`config.mk`:
```
export PLATFORM = sky130hd
export DESIGN_NAME = lzss_enc_param_flat
export DESIGN_NICKNAME = d
export VERILOG_FILES = /design/src/rtl/lzss_enc_param_if.sv /design/src/rtl/lzss_enc_param.sv /design/src/flat_wrapper.sv
export SDC_FILE = /design/constraint.sdc
export NUM_CORES = 1
export LEC_CHECK = 0
export CORE_UTILIZATION = 40
export DETAILED_ROUTE_END_ITERATION = 6
export MAX_ROUTING_LAYER = met4
export PLACE_DENSITY = 0.61
export RECOVER_POWER = 100
export SLEW_MARGIN = 20
export SYNTH_ARGS = -nofsm -noshare
export SYNTH_HDL_FRONTEND = slang
export SYNTH_SLANG_ARGS = --single-unit
```
`constraint.sdc`:
```
create_clock -name clk -period 24.2 [get_ports clk]
set_clock_uncertainty 0.2 [all_clocks]
set_input_delay 3.63 -clock clk [delete_from_list [all_inputs] [get_ports clk]]
set_output_delay 3.63 -clock clk [all_outputs]
set_load 0.05 [all_outputs]
```
`src/rtl/lzss_enc_param_if.sv`:
```
// Handshake/bus bundle for the LZSS encoder.
//   data        : IN_CHARS symbols, data[CHAR_W-1:0] is the first symbol
//   data_valid  : word offered
//   drop_done   : one-cycle pulse, no further words will follow
//   busy        : low means a word offered this cycle is accepted
//   codeword    : encoded token (literal or match)
//   enc_num     : count of codewords emitted (saturating)
//   out_valid   : codeword valid, one cycle per token
//   finish      : encoding complete
// master = word producer / token consumer, slave = encoder.
interface lzss_enc_param_if #(
  parameter int unsigned CHAR_W   = 8,
  parameter int unsigned IN_CHARS = 4,
  parameter int unsigned CW       = 9
);
  logic [IN_CHARS*CHAR_W-1:0] data;
  logic                       data_valid;
  logic                       drop_done;
  logic                       busy;
  logic [CW-1:0]              codeword;
  logic [11:0]                enc_num;
  logic                       out_valid;
  logic                       finish;

  modport master (
    output data, data_valid, drop_done,
    input  busy, codeword, enc_num, out_valid, finish
  );

  modport slave (
    input  data, data_valid, drop_done,
    output busy, codeword, enc_num, out_valid, finish
  );
endinterface

```
`src/rtl/lzss_enc_param.sv`:
```
// Parameterised LZSS encoder.
// Words of IN_CHARS symbols are loaded into a look-ahead (LA) buffer; each token is found
// by a one-cycle parallel search of the LA against the search buffer (SB) and emitted in
// the following cycle, after which the consumed symbols retire from the LA into the SB.
// Ports:
//   clk   : clock, rising edge
//   reset : asynchronous, active-high
//   bus   : slave side of lzss_enc_param_if (data/data_valid/drop_done in,
//           busy/codeword/enc_num/out_valid/finish out)
// Build option: define LZSS_OVERLAP_EN to let a match run past the newest SB symbol into
// the LA itself (len > offset+1); without it, len <= offset+1.
module lzss_enc_param #(
  parameter int unsigned CHAR_W       = 8,
  parameter int unsigned IN_CHARS     = 4,
  parameter int unsigned SEARCH_DEPTH = 8,
  parameter int unsigned LA_DEPTH     = 4
) (
  input logic            clk,
  input logic            reset,
  lzss_enc_param_if.slave bus
);
  localparam int unsigned OFF_W   = $clog2(SEARCH_DEPTH);
  localparam int unsigned LEN_W   = $clog2(LA_DEPTH + 1);
  localparam int unsigned CW      = 1 + ((CHAR_W > OFF_W + LEN_W) ? CHAR_W : OFF_W + LEN_W);
  localparam int unsigned SbW     = SEARCH_DEPTH * CHAR_W;
  localparam int unsigned LaW     = LA_DEPTH * CHAR_W;
  localparam int unsigned SbFillW = OFF_W + 1;
  localparam int unsigned Thresh  = LA_DEPTH - IN_CHARS;
`ifdef LZSS_OVERLAP_EN
  localparam bit OverlapEn = 1'b1;
`else
  localparam bit OverlapEn = 1'b0;
`endif

  typedef enum logic [2:0] {StIdle, StLoad, StSearch, StEmit, StDone} state_e;

  state_e               state_q, state_d;
  // LA: symbol 0 (next to encode) in the LSBs. SB: newest symbol in the MSBs, so
  // {la, sb} is the stream in order and retiring n symbols is a right shift.
  logic [LaW-1:0]       la_q, la_d;
  logic [SbW-1:0]       sb_q, sb_d;
  logic [LEN_W-1:0]     la_fill_q, la_fill_d;
  logic [SbFillW-1:0]   sb_fill_q, sb_fill_d;
  logic                 last_q, last_d;
  logic                 busy_q, busy_d;
  logic [CW-1:0]        codeword_q, codeword_d;
  logic [11:0]          enc_num_q, enc_num_d;
  logic                 out_valid_q, out_valid_d;
  logic                 finish_q, finish_d;

  logic [LaW+SbW-1:0]   cat, cat_shift;
  logic [LEN_W-1:0]     best_len, len_c, shift_c;
  logic [OFF_W-1:0]     best_off;
  logic                 run_c;
  logic [CW-1:0]        cw_c;
  int                   sb_sum;

  assign cat = {la_q, sb_q};

  // Parallel match search; offset o compares SB symbol at distance o+1 onwards.
  always_comb begin
    best_len = '0;
    best_off = '0;
    len_c    = '0;
    run_c    = 1'b0;
    for (int o = 0; o < SEARCH_DEPTH; o++) begin
      len_c = '0;
      run_c = 1'b1;
      for (int i = 0; i < LA_DEPTH; i++) begin
        if (run_c && (i < int'(la_fill_q)) && (OverlapEn || (i <= o)) &&
            (cat[(SEARCH_DEPTH - 1 - o + i) * CHAR_W +: CHAR_W] ==
             cat[(SEARCH_DEPTH + i) * CHAR_W +: CHAR_W])) begin
          len_c = len_c + LEN_W'(1);
        end else begin
          run_c = 1'b0;
        end
      end
      // Strictly longer only, so ties keep the smallest offset.
      if ((o < int'(sb_fill_q)) && (len_c > best_len)) begin
        best_len = len_c;
        best_off = OFF_W'(o);
      end
    end

    cw_c = '0;
    if (best_len >= LEN_W'(2)) begin
      cw_c[CW-1]                = 1'b1;
      cw_c[OFF_W+LEN_W-1:0]     = {best_off, best_len};
      shift_c                   = best_len;
    end else begin
      cw_c[CHAR_W-1:0]          = la_q[CHAR_W-1:0];
      shift_c                   = LEN_W'(1);
    end
    cat_shift = cat >> (int'(shift_c) * CHAR_W);
  end

  always_comb begin
    state_d     = state_q;
    la_d        = la_q;
    sb_d        = sb_q;
    la_fill_d   = la_fill_q;
    sb_fill_d   = sb_fill_q;
    last_d      = last_q | bus.drop_done;
    codeword_d  = '0;
    out_valid_d = 1'b0;
    enc_num_d   = enc_num_q;
    sb_sum      = int'(sb_fill_q) + int'(shift_c);

    unique case (state_q)
      StIdle: state_d = StLoad;
      StLoad: begin
        if (bus.data_valid && !busy_q) begin
          la_d      = la_q | (LaW'(bus.data) << (int'(la_fill_q) * CHAR_W));
          la_fill_d = la_fill_q + LEN_W'(IN_CHARS);
        end
        if (la_fill_d > LEN_W'(Thresh)) begin
          state_d = StSearch;
        end else if (last_d) begin
          state_d = (la_fill_d != '0) ? StSearch : StDone;
        end
      end
      StSearch: begin
        codeword_d   = cw_c;
        out_valid_d  = 1'b1;
        enc_num_d    = (enc_num_q == 12'hFFF) ? enc_num_q : enc_num_q + 12'd1;
        {la_d, sb_d} = cat_shift;
        la_fill_d    = la_fill_q - shift_c;
        sb_fill_d    = (sb_sum > int'(SEARCH_DEPTH)) ? SbFillW'(SEARCH_DEPTH) : SbFillW'(sb_sum);
        state_d      = StEmit;
      end
      StEmit: begin
        if ((la_fill_q > LEN_W'(Thresh)) || (last_d && (la_fill_q != '0))) begin
          state_d = StSearch;
        end else begin
          state_d = StLoad;
        end
      end
      StDone: state_d = StDone;
      default: state_d = StIdle;
    endcase

    busy_d   = (state_d != StLoad);
    finish_d = (state_d == StDone);
  end

  always_ff @(posedge clk or posedge reset) begin
    if (reset) begin
      state_q     <= StIdle;
      la_q        <= '0;
      sb_q        <= '0;
      la_fill_q   <= '0;
      sb_fill_q   <= '0;
      last_q      <= 1'b0;
      busy_q      <= 1'b1;
      codeword_q  <= '0;
      enc_num_q   <= '0;
      out_valid_q <= 1'b0;
      finish_q    <= 1'b0;
    end else begin
      state_q     <= state_d;
      la_q        <= la_d;
      sb_q        <= sb_d;
      la_fill_q   <= la_fill_d;
      sb_fill_q   <= sb_fill_d;
      last_q      <= last_d;
      busy_q      <= busy_d;
      codeword_q  <= codeword_d;
      enc_num_q   <= enc_num_d;
      out_valid_q <= out_valid_d;
      finish_q    <= finish_d;
    end
  end

  assign bus.busy      = busy_q;
  assign bus.codeword  = codeword_q;
  assign bus.enc_num   = enc_num_q;
  assign bus.out_valid = out_valid_q;
  assign bus.finish    = finish_q;
endmodule

```
`src/flat_wrapper.sv`:
```
// flat-port wrapper written by rule: the top's interface ports become plain ports
module lzss_enc_param_flat 
#(
  parameter int unsigned CHAR_W       = 8,
  parameter int unsigned IN_CHARS     = 4,
  parameter int unsigned SEARCH_DEPTH = 8,
  parameter int unsigned LA_DEPTH     = 4
)
  (clk, reset, bus_data, bus_data_valid, bus_drop_done, bus_busy, bus_codeword, bus_enc_num, bus_out_valid, bus_finish);
  lzss_enc_param_if #(.CHAR_W(CHAR_W), .IN_CHARS(IN_CHARS), .CW(9)) bus_i ();
  input logic clk;
  input logic reset;
  input wire logic [$bits(bus_i.data)-1:0] bus_data;
  input wire logic [$bits(bus_i.data_valid)-1:0] bus_data_valid;
  input wire logic [$bits(bus_i.drop_done)-1:0] bus_drop_done;
  output wire logic [$bits(bus_i.busy)-1:0] bus_busy;
  output wire logic [$bits(bus_i.codeword)-1:0] bus_codeword;
  output wire logic [$bits(bus_i.enc_num)-1:0] bus_enc_num;
  output wire logic [$bits(bus_i.out_valid)-1:0] bus_out_valid;
  output wire logic [$bits(bus_i.finish)-1:0] bus_finish;
  assign bus_i.data = bus_data;
  assign bus_i.data_valid = bus_data_valid;
  assign bus_i.drop_done = bus_drop_done;
  assign bus_busy = bus_i.busy;
  assign bus_codeword = bus_i.codeword;
  assign bus_enc_num = bus_i.enc_num;
  assign bus_out_valid = bus_i.out_valid;
  assign bus_finish = bus_i.finish;
  lzss_enc_param #(.CHAR_W(CHAR_W), .IN_CHARS(IN_CHARS), .SEARCH_DEPTH(SEARCH_DEPTH), .LA_DEPTH(LA_DEPTH)) u_core (.clk(clk), .reset(reset), .bus(bus_i));
endmodule
```
==> results of run 1 <==
[registers in the layout, summed over array words and instances, names as in the netlist, 3 cells and up]
signal               flops
u_core.la_q             32
u_core.bus.codeword      9
u_core.state_q           3
u_core.sb_q             64
u_core.bus.enc_num      12
u_core.la_fill_q         3
u_core.sb_fill_q         4
[stage by stage]
stage	setup WS (ns)	cells	util	hold slack, ns
6_report	5.82	1753	0.452	0.277
3_5_place_dp	9.74	1721	0.432	0.261
2_1_floorplan	11.89	1386	-	0.231
5_1_grt	4.41	1753	0.452	0.307
4_1_cts	9.66	1753	0.454	0.280
3_3_place_gp	9.89	1721	0.432	0.260
[per-layer routing]
metal | vias to the layer above | track usage | wire length (µm)
li1 | 4925 | - | -
met1 | 5624 | 0.427 | 20700
met2 | 592 | 0.476 | 21100
met3 | 107 | 0.0503 | 3800
met4 | 0 | 0.126 | 1740
met5 | - | - | 0
[final cells by class]
cell class	instances	share of cell area
clock buffer	18	0.0318
clock inverter	14	0.0168
inverter	52	0.0147
multi-input combinational	1053	0.596
sequential	131	0.243
tap	390	0.0361
timing repair buffer	95	0.0615
[cells in the final DEF (no fill, tap or decap), types with 27 or more instances in the layout]
master / synthesis / layout
a21oi_1: 68 / 68
a221o_1: 29 / 29
buf_4: 4 / 28
clkdlybuf4s50_1: 0 / 32
dfrtp_1: 130 / 130
dlygate4sd3_1: 0 / 27
ha_1: 40 / 40
inv_1: 50 / 50
mux2i_1: 92 / 92
nand2_1: 76 / 76
nand4_1: 30 / 30
nor2_1: 63 / 62
nor3_1: 35 / 36
nor4_1: 28 / 29
o21ai_0: 61 / 67
xnor2_1: 129 / 129
xor2_1: 107 / 107
[cell families after synthesis]
| family | count (synthesis) | share of synthesized area |
|---|---|---|
| AND/OR/NAND/NOR | 324 | 0.136 |
| XOR/XNOR | 236 | 0.169 |
| flip-flops | 131 | 0.268 |
| adder cells (fa/ha/maj) | 43 | 0.0457 |
| multiplexers | 132 | 0.127 |
| buffers and inverters | 202 | 0.0764 |
| AO/OA/AOI/OAI | 318 | 0.179 |
[worst max-delay path: cells and delay by family, from the launching register on]
family,cells,cell delay [ns]
AO/OA/AOI/OAI,23,5.35
adder cells (fa/ha/maj),7,1.82
buffers and inverters,6,4.58
flip-flops,1,0.76
AND/OR/NAND/NOR,18,5.45
[how the worst max path moves through the flow]
stage,start,endpoint,slack [ns]
2_1_floorplan,u_core.la_q[1],u_core.sb_fill_q[0],11.89
5_1_grt,u_core.la_fill_q[2],u_core.sb_q[56],4.41
6_report,u_core.la_fill_q[2],u_core.sb_q[60],5.82
4_1_cts,u_core.la_fill_q[2],u_core.la_fill_q[2],9.66
3_3_place_gp,u_core.la_fill_q[2],u_core.la_fill_q[2],9.89
3_5_place_dp,u_core.la_fill_q[2],u_core.la_fill_q[2],9.74
==> summary.txt, run 1 <==
Clocking
  – Clock tree buffer depth: 2
  – CTS buffer count: 17
  – CTS sink count: 131
  – Clk_lat worst skew: 0.44 ns
  – Resized cells post-CTS: 0
  – H-tree level count: 4
  – Number of post-CTS setup repair buffers: 0
  – Clk slew on worst S/H paths: 0.06 ns
  – CTS root buf: clkbuf_16
  – CTS tree: done
  – Post-CTS Hold Fix Bufs: 0

Routing
  – Initial drt markers: 1273
  – Vias: 11.2k
  – Vias per cell: 6.42
  – Residual DRC count: 0
  – Post-DRT Antenna Nets: 0
  – Total Wirelength: 47300 µm
  – Initial DRT Pass Iterations: 7
  – Routed len/inst: 27.0 µm

Critical path
  – Slowest cell on the critical path: clkbuf_1
  – Cell mode on critical path: ha_1
  – Crit start category: flip-flop
  – R2R setup slack: 5.82 ns
  – RR Endpoint: u_core.sb_q[60]
  – Crit path max fanout: 56
  – Slowest stage delay, CP: 2.73 ns
  – Crit Path Category: flip-flop to flip-flop
  – FF-to-FF path depth: 54
  – CP endpoint kind: flip-flop
  – Signal arrival time at the worst endpoint: 18.52 ns
  – Worst r2r src: u_core.la_fill_q[2]
  – Required @ worst endpoint: 24.34 ns

Yosys
  – Post-synth EDFFs: 0
  – Synthesized area: 12300 µm²
  – Sequential area share after synthesis: 0.268
  – Synth area leader: dfrtp_1
  – YS warnings: 0
  – Ranking of synthesized cells by area: dfrtp_1, xnor2_1, xor2_1, mux2i_1, ha_1
  – Syn_nets: 1465
  – Distinct cells, synth: 76
  – Syn Inst Count: 1386
  – Cell with the most instances after synthesis: dfrtp_1
  – Seq cells post-synth: 131
  – Post-Syn Area per Cell: 8.84 µm²
  – Ys flop type: dfrtp_1
  – Async set-reset flop share out of synthesis: 1.00
  – Synth cell count leaders: dfrtp_1, xnor2_1, xor2_1
  – Yosys top cell area share: 0.265

Layout
  – Register area: 3280 µm²
  – Design area: 13500 µm²
  – Area delta synth->final: 10.2%
  – Fillers: 2935
  – Layout cell share with drive strength beyond 1: 0.0807
  – Multi-input logic area: 8050 µm²
  – Nets@finish: 1429
  – Diode count: 0

Timing
  – Max_slew headroom: -1.64
  – Setup TNS: 0 ns
  – Hold Vio Cnt, Final: 0
  – Fin crit share: 0.759
  – Final min period: 18.38 ns
  – Unrepaired setup endpoints after global routing: no
  – Finish-stage setup viols: 0
  – FMAX: 0.0544 GHz
  – Worst slew pin tran: 3.96 ns
  – Final slew viol count: 386

GRT
  – Tot GR Track Use: 0.318
  – Vias in the first global route: 10.9k
  – Grt ovf: 0
  – Largest net degree at the start of global routing: 81
  – First-pass GRT wire length: 71500 µm
  – Initial antenna violation count: 0

Min path
  – WHS Endpoint: u_core.last_q
  – Worst hold stages: 1
  – Worst hold path class: flip-flop to flip-flop
  – Worst hold start: u_core.last_q

Die
  – Die width: 177 µm
  – Die ar.: 31300 µm²
  – Die Ht: 177 µm
  – CORE AREA: 29900 µm²
  – IO Pins: 60
  – Starting density of the core: 0.410
  – Row Count: 63

Placement
  – DP HPWL: 34000 µm
  – Placed Area: 12900 µm²
  – RePlAce Congestion: 1.01
  – Buffers added on ports: 59

Outcome
  – Status: finished, violations left
  – Failing checks: max-capacitance violations, max-slew violations

Flow run
  – MaxCap Viol Count: 10
Power of run 1 is left out: the tool's default activity adds up to more than one toggle a clock period on the data nets, which glitch-free logic cannot reach.
==> run 2, diff against run 1 <==
Clock period 24.2 ns to 19.3 ns, I/O delays scaled along.
==> summary.txt, run 2 (synthesis gave the netlist of run 1 again) <==
Critical path
  – Slowest cell on the critical path: clkbuf_1 (unchanged)
  – RR Endpoint: u_core.sb_q[58] (was u_core.sb_q[60])
  – Crit Path Category: flip-flop to flip-flop (unchanged)
  – Required @ worst endpoint: 19.37 ns (was 24.34 ns)
  – Cell mode on critical path: ha_1 (unchanged)
  – Worst r2r src: u_core.la_q[8] (was u_core.la_fill_q[2])
  – Crit start category: flip-flop (unchanged)
  – Signal arrival time at the worst endpoint: 16.03 ns (was 18.52 ns)
  – Slowest stage delay, CP: 1.62 ns (was 2.73 ns)
  – CP endpoint kind: flip-flop (unchanged)
  – FF-to-FF path depth: 51 (was 54)
  – Crit path max fanout: 44 (was 56)
  – R2R setup slack: 3.34 ns (was 5.82 ns)

Min path
  – Worst hold path class: flip-flop to flip-flop (unchanged)
  – WHS Endpoint: u_core.last_q (unchanged)
  – Worst hold start: u_core.last_q (unchanged)
  – Worst hold stages: 1 (unchanged)

Die
  – Starting density of the core: 0.410 (unchanged)
  – CORE AREA: 29900 µm² (unchanged)
  – Die ar.: 31300 µm² (unchanged)
  – Die Ht: 177 µm (unchanged)
  – IO Pins: 60 (unchanged)
  – Die width: 177 µm (unchanged)
  – Row Count: 63 (unchanged)

Timing
  – Setup TNS: 0 ns (unchanged)
  – Finish-stage setup viols: 0 (unchanged)
  – Max_slew headroom: -1.47 (was -1.64)
  – Fin crit share: 0.827 (was 0.759)
  – Unrepaired setup endpoints after global routing: no (unchanged)
  – Hold_ws: 0.273 ns (was 0.277 ns)
  – FMAX: 0.0627 GHz (was 0.0544 GHz)
  – Worst slew pin tran: 3.71 ns (was 3.96 ns)
  – Hold Vio Cnt, Final: 0 (unchanged)
  – Final slew viol count: 370 (was 386)
  – Final min period: 15.96 ns (was 18.38 ns)

Clocking
  – CTS buffer count: 17 (unchanged)
  – Resized cells post-CTS: 0 (unchanged)
  – Clock tree buffer depth: 2 (unchanged)
  – CTS tree: done (unchanged)
  – CTS sink count: 131 (unchanged)
  – H-tree level count: 4 (unchanged)
  – Clk slew on worst S/H paths: 0.06 ns (about the same)
  – CTS root buf: clkbuf_16 (unchanged)
  – Clk_lat worst skew: 0.44 ns (about the same)
  – Post-CTS Hold Fix Bufs: 0 (unchanged)
  – Number of post-CTS setup repair buffers: 0 (unchanged)

GRT
  – Grt met1 use: 0.416 (was 0.427)
  – Initial antenna violation count: 0 (unchanged)
  – M2 GR Usage: 0.470 (was 0.476)
  – Largest net degree at the start of global routing: 67 (was 81)
  – First-pass GRT wire length: 70300 µm (was 71500 µm)
  – Tot GR Track Use: 0.313 (was 0.318)
  – Gr busiest metal: met2 (unchanged)
  – Met3 usage: 0.0571 (was 0.0503)
  – Grt ovf: 0 (unchanged)
  – Vias in the first global route: 10.9k (about the same)

Placement
  – Buffers added on ports: 59 (unchanged)
  – DP HPWL: 33700 µm (was 34000 µm)
  – RePlAce Congestion: 1.03 (was 1.01)

Outcome
  – Status: finished, violations left (unchanged)
  – Failing checks: max-capacitance violations, max-slew violations (unchanged)

Routing
  – Post-DRT Antenna Nets: 0 (unchanged)
  – Total Wirelength: 46700 µm (was 47300 µm)
  – Routed len/inst: 26.6 µm (was 27.0 µm)
  – Initial drt markers: 1216 (was 1273)
  – Vias: 11.1k (was 11.2k)
  – Residual DRC count: 0 (unchanged)
  – Initial DRT Pass Iterations: 5 (was 7)
  – Vias per cell: 6.32 (was 6.42)

Layout
  – Diode count: 0 (unchanged)
  – Area delta synth->final: 9.64% (was 10.2%)
  – Most frequent cells in the layout: dfrtp_1, xnor2_1, xor2_1, mux2i_1, nand2_1 (unchanged)
  – Nets@finish: 1429 (unchanged)
  – Flip-flop count of the largest register after layout: 64 (unchanged)
  – Biggest register: u_core.sb_q (unchanged)
  – Most common cell after layout, fill and taps aside: dfrtp_1 (unchanged)
  – Fillers: 2923 (was 2935)
  – Layout cell share with drive strength beyond 1: 0.0851 (was 0.0807)

Flow run
  – MaxCap Viol Count: 8 (was 10)
[run 2: cell type report]
class                           instances  area (µm²)  area share
Timing Repair Buffer                   95         838      0.0624
Inverter                               52         199      0.0148
Clock inverter                         15         156      0.0116
Sequential cell                       131        3280       0.244
Clock buffer                           17         425      0.0317
Tap cell                              390         488      0.0363
Multi-Input combinational cell       1053        8050       0.599
[run 2: stage by stage]
step                setup slack [ns]  instances  area [µm²]   util
finish                          3.34       1753       13400  0.450
detailed placement              5.33       1721       12900  0.432
floorplan                       6.99       1386       12300      -
CTS                             5.28       1753       13500  0.451
global route                    2.12       1753       13400  0.450
global placement                5.52       1721       12900  0.432
[run 2: per-layer routing]
layer / share of wire / routed length (µm) / vias up
li1: - / - / 4921
met1: 0.43 / 20200 / 5514
met2: 0.45 / 21100 / 531
met3: 0.077 / 3590 / 113
met4: 0.037 / 1730 / 0
met5: 0 / 0 / -
[run 2: critical path: cells and delay by family (launching register included)]
kind / cells / cell delay (ns)
AO/OA/AOI/OAI: 21 / 4.69
XOR/XNOR: 1 / 0.22
adder cells (fa/ha/maj): 7 / 1.99
buffers and inverters: 5 / 3.55
flip-flops: 1 / 0.80
AND/OR/NAND/NOR: 17 / 4.27
[run 2: how the worst max path moves through the flow]
stage                              start                   to  slack (ns)  cells after the start
after CTS                 u_core.la_q[1]  u_core.la_fill_q[2]        5.28                     53
after detailed placement  u_core.la_q[1]  u_core.la_fill_q[2]        5.33                     55
after global routing      u_core.la_q[1]      u_core.sb_q[58]        2.12                     53
final                     u_core.la_q[8]      u_core.sb_q[58]        3.34                     51
after global placement    u_core.la_q[8]  u_core.la_fill_q[2]        5.52                     53
after floorplan           u_core.la_q[1]  u_core.sb_fill_q[0]        6.99                     58
Power of run 2 is left out for the same reason.
==> run 3, diff against run 2 <==
Settings changed: PLACE_DENSITY 0.61 to 0.63.
Clock period 19.3 ns to 12.85 ns, I/O delays scaled along.
==> summary.txt, run 3 (synthesis gave the netlist of run 1 again) <==
Routing
  – Post-DRT Antenna Nets: 0 (unchanged)
  – Routed len/inst: 27.2 µm (was 26.6 µm)
  – Vias: 11.5k (was 11.1k)
  – Total Wirelength: 49200 µm (was 46700 µm)
  – Vias per cell: 6.36 (was 6.32)
  – Initial drt markers: 1341 (was 1216)
  – Initial DRT Pass Iterations: 6 (was 5)
  – Residual DRC count: 0 (unchanged)

Critical path
  – Slowest stage delay, CP: 0.71 ns (was 1.62 ns)
  – Worst Setup SP: u_core.la_q[4] (was u_core.la_q[8])
  – Required @ worst endpoint: 13.01 ns (was 19.37 ns)
  – Crit Path Category: flip-flop to flip-flop (unchanged)
  – Crit-path leading delay family: simple AND/OR/NAND/NOR gates (was compound AO/OA/AOI/OAI gates)
  – CP endpoint kind: flip-flop (unchanged)
  – R2R setup slack: 0.57 ns (was 3.34 ns)
  – Worst setup path end: u_core.sb_q[59] (was u_core.sb_q[58])
  – Crit. path cell count: 54 (was 51)
  – Worst Path Buf+Inv: 6 (was 5)
  – Slowest cell on the critical path: nor3_1 (was clkbuf_1)
  – Worst r2r src: u_core.la_q[4] (was u_core.la_q[8])
  – RR Endpoint: u_core.sb_q[59] (was u_core.sb_q[58])
  – Crit start category: flip-flop (unchanged)
  – Signal arrival time at the worst endpoint: 12.44 ns (was 16.03 ns)
  – Crit path max fanout: 23 (was 44)
  – Cell mode on critical path: ha_1 (unchanged)
  – FF-to-FF path depth: 54 (was 51)

Timing
  – Worst slew pin tran: 4.17 ns (was 3.71 ns)
  – Final min period: 12.28 ns (was 15.96 ns)
  – FMAX: 0.0814 GHz (was 0.0627 GHz)
  – Final slew viol count: 213 (was 370)
  – Fin crit share: 0.956 (was 0.827)
  – Hold Vio Cnt, Final: 0 (unchanged)
  – Setup TNS: 0 ns (unchanged)
  – Max_slew headroom: -1.78 (was -1.47)
  – Setup WS post-layout: 0.572 ns (was 3.34 ns)
  – Finish-stage setup viols: 0 (unchanged)

Placement
  – Placed Area: 13300 µm² (was 12900 µm²)
  – Buffers added on ports: 59 (unchanged)
  – RePlAce Congestion: 1.01 (was 1.03)
  – Pre-CTS worst setup slack: 0.186 ns (was 5.33 ns)
  – DP HPWL: 35300 µm (was 33700 µm)

Clocking
  – Clk_lat worst skew: 0.45 ns (was 0.44 ns)
  – Clock tree buffer depth: 2 (unchanged)
  – Clk slew on worst S/H paths: 0.07 ns (was 0.06 ns)
  – CTS buffer count: 17 (unchanged)
  – CTS tree: done (unchanged)
  – Post-CTS Hold Fix Bufs: 0 (unchanged)
  – H-tree level count: 4 (unchanged)
  – CTS root buf: clkbuf_16 (unchanged)
  – CTS sink count: 131 (unchanged)

GRT
  – Vias in the first global route: 11.2k (was 10.9k)
  – Tot GR Track Use: 0.330 (was 0.313)
  – Grt ovf: 0 (unchanged)
  – Initial antenna violation count: 0 (unchanged)
  – First-pass GRT wire length: 73500 µm (was 70300 µm)
  – Largest net degree at the start of global routing: 83 (was 67)

Flow run
  – MaxCap Viol Count: 4 (was 8)

Die
  – IO Pins: 60 (unchanged)
  – Die width: 177 µm (unchanged)
  – Row Count: 63 (unchanged)
  – Starting density of the core: 0.410 (unchanged)
  – Die ar.: 31300 µm² (unchanged)
  – Die Ht: 177 µm (unchanged)
  – CORE AREA: 29900 µm² (unchanged)

Layout
  – Diode count: 0 (unchanged)
  – Most frequent cells in the layout: xnor2_1, dfrtp_1, xor2_1, mux2i_1, buf_4 (was dfrtp_1, xnor2_1, xor2_1, mux2i_1, nand2_1)
  – Area delta synth->final: 14.3% (was 9.64%)
  – Design area: 14000 µm² (was 13400 µm²)
  – Fillers: 2900 (was 2923)
  – Register area: 3280 µm² (about the same)
  – Flip-flop count of the largest register after layout: 64 (unchanged)
  – Multi-input logic area: 8140 µm² (was 8050 µm²)
  – Nets@finish: 1485 (was 1429)
  – Util after Layout: 0.469 (was 0.450)
  – Biggest register: u_core.sb_q (unchanged)
  – Layout cell share with drive strength beyond 1: 0.136 (was 0.0851)

Min path
  – Worst hold path class: flip-flop to flip-flop (unchanged)

Outcome
  – Failing checks: max-capacitance violations, max-slew violations (unchanged)
  – Status: finished, violations left (unchanged)
==> run 3: metrics by stage <==
| step | std cells | hold slack, ns |
|---|---|---|
| after floorplan | 1386 | 0.231 |
| after global placement | 1774 | 0.251 |
| after detailed placement | 1774 | 0.244 |
| after CTS | 1806 | 0.277 |
| after global routing | 1809 | 0.288 |
| final | 1809 | 0.279 |
==> run 3: what timing repair did <==
item	in CTS	in global routing
setup endpoints to repair	0	95
setup buffers	0	3
endpoints found under the hold margin	0	0
gates resized for setup	0	21
==> run 3: worst min path at each step <==
stage | cells past startpoint | start | slack [ns] | endpoint
detailed placement | 1 | u_core.last_q | 0.24 | u_core.last_q
global route | 1 | u_core.last_q | 0.29 | u_core.last_q
floorplan | 1 | u_core.last_q | 0.23 | u_core.last_q
finish | 1 | u_core.last_q | 0.28 | u_core.last_q
global placement | 1 | u_core.last_q | 0.25 | u_core.last_q
CTS | 1 | u_core.last_q | 0.28 | u_core.last_q
==> run 3: worst register-to-register path, delay by kind of cell (launching register included) <==
kind / cells / cell delay, ns
fa+ha+maj: 7 / 1.78
buf+inv: 6 / 1.63
compound gates: 19 / 3.03
flops: 1 / 0.40
simple gates: 20 / 4.77
xor+xnor: 2 / 0.38
==> run 3: layer usage <==
layer / vias to the layer above / share of wire / global-route usage
met1: 5631 / 0.42 / 0.432
li1: 5037 / - / -
met5: - / 0 / -
met3: 153 / 0.092 / 0.0636
met2: 686 / 0.44 / 0.486
met4: 0 / 0.048 / 0.158
==> run 3: area by class of cell <==
class                      instances  area share
timing repair buffer             151      0.0941
clock inverter                    15      0.0111
inverter                          52      0.0142
multi-input combinational       1053       0.581
sequential                       131       0.234
clock buffer                      17      0.0304
tap                              390      0.0348
Power of run 3 is left out for the same reason.
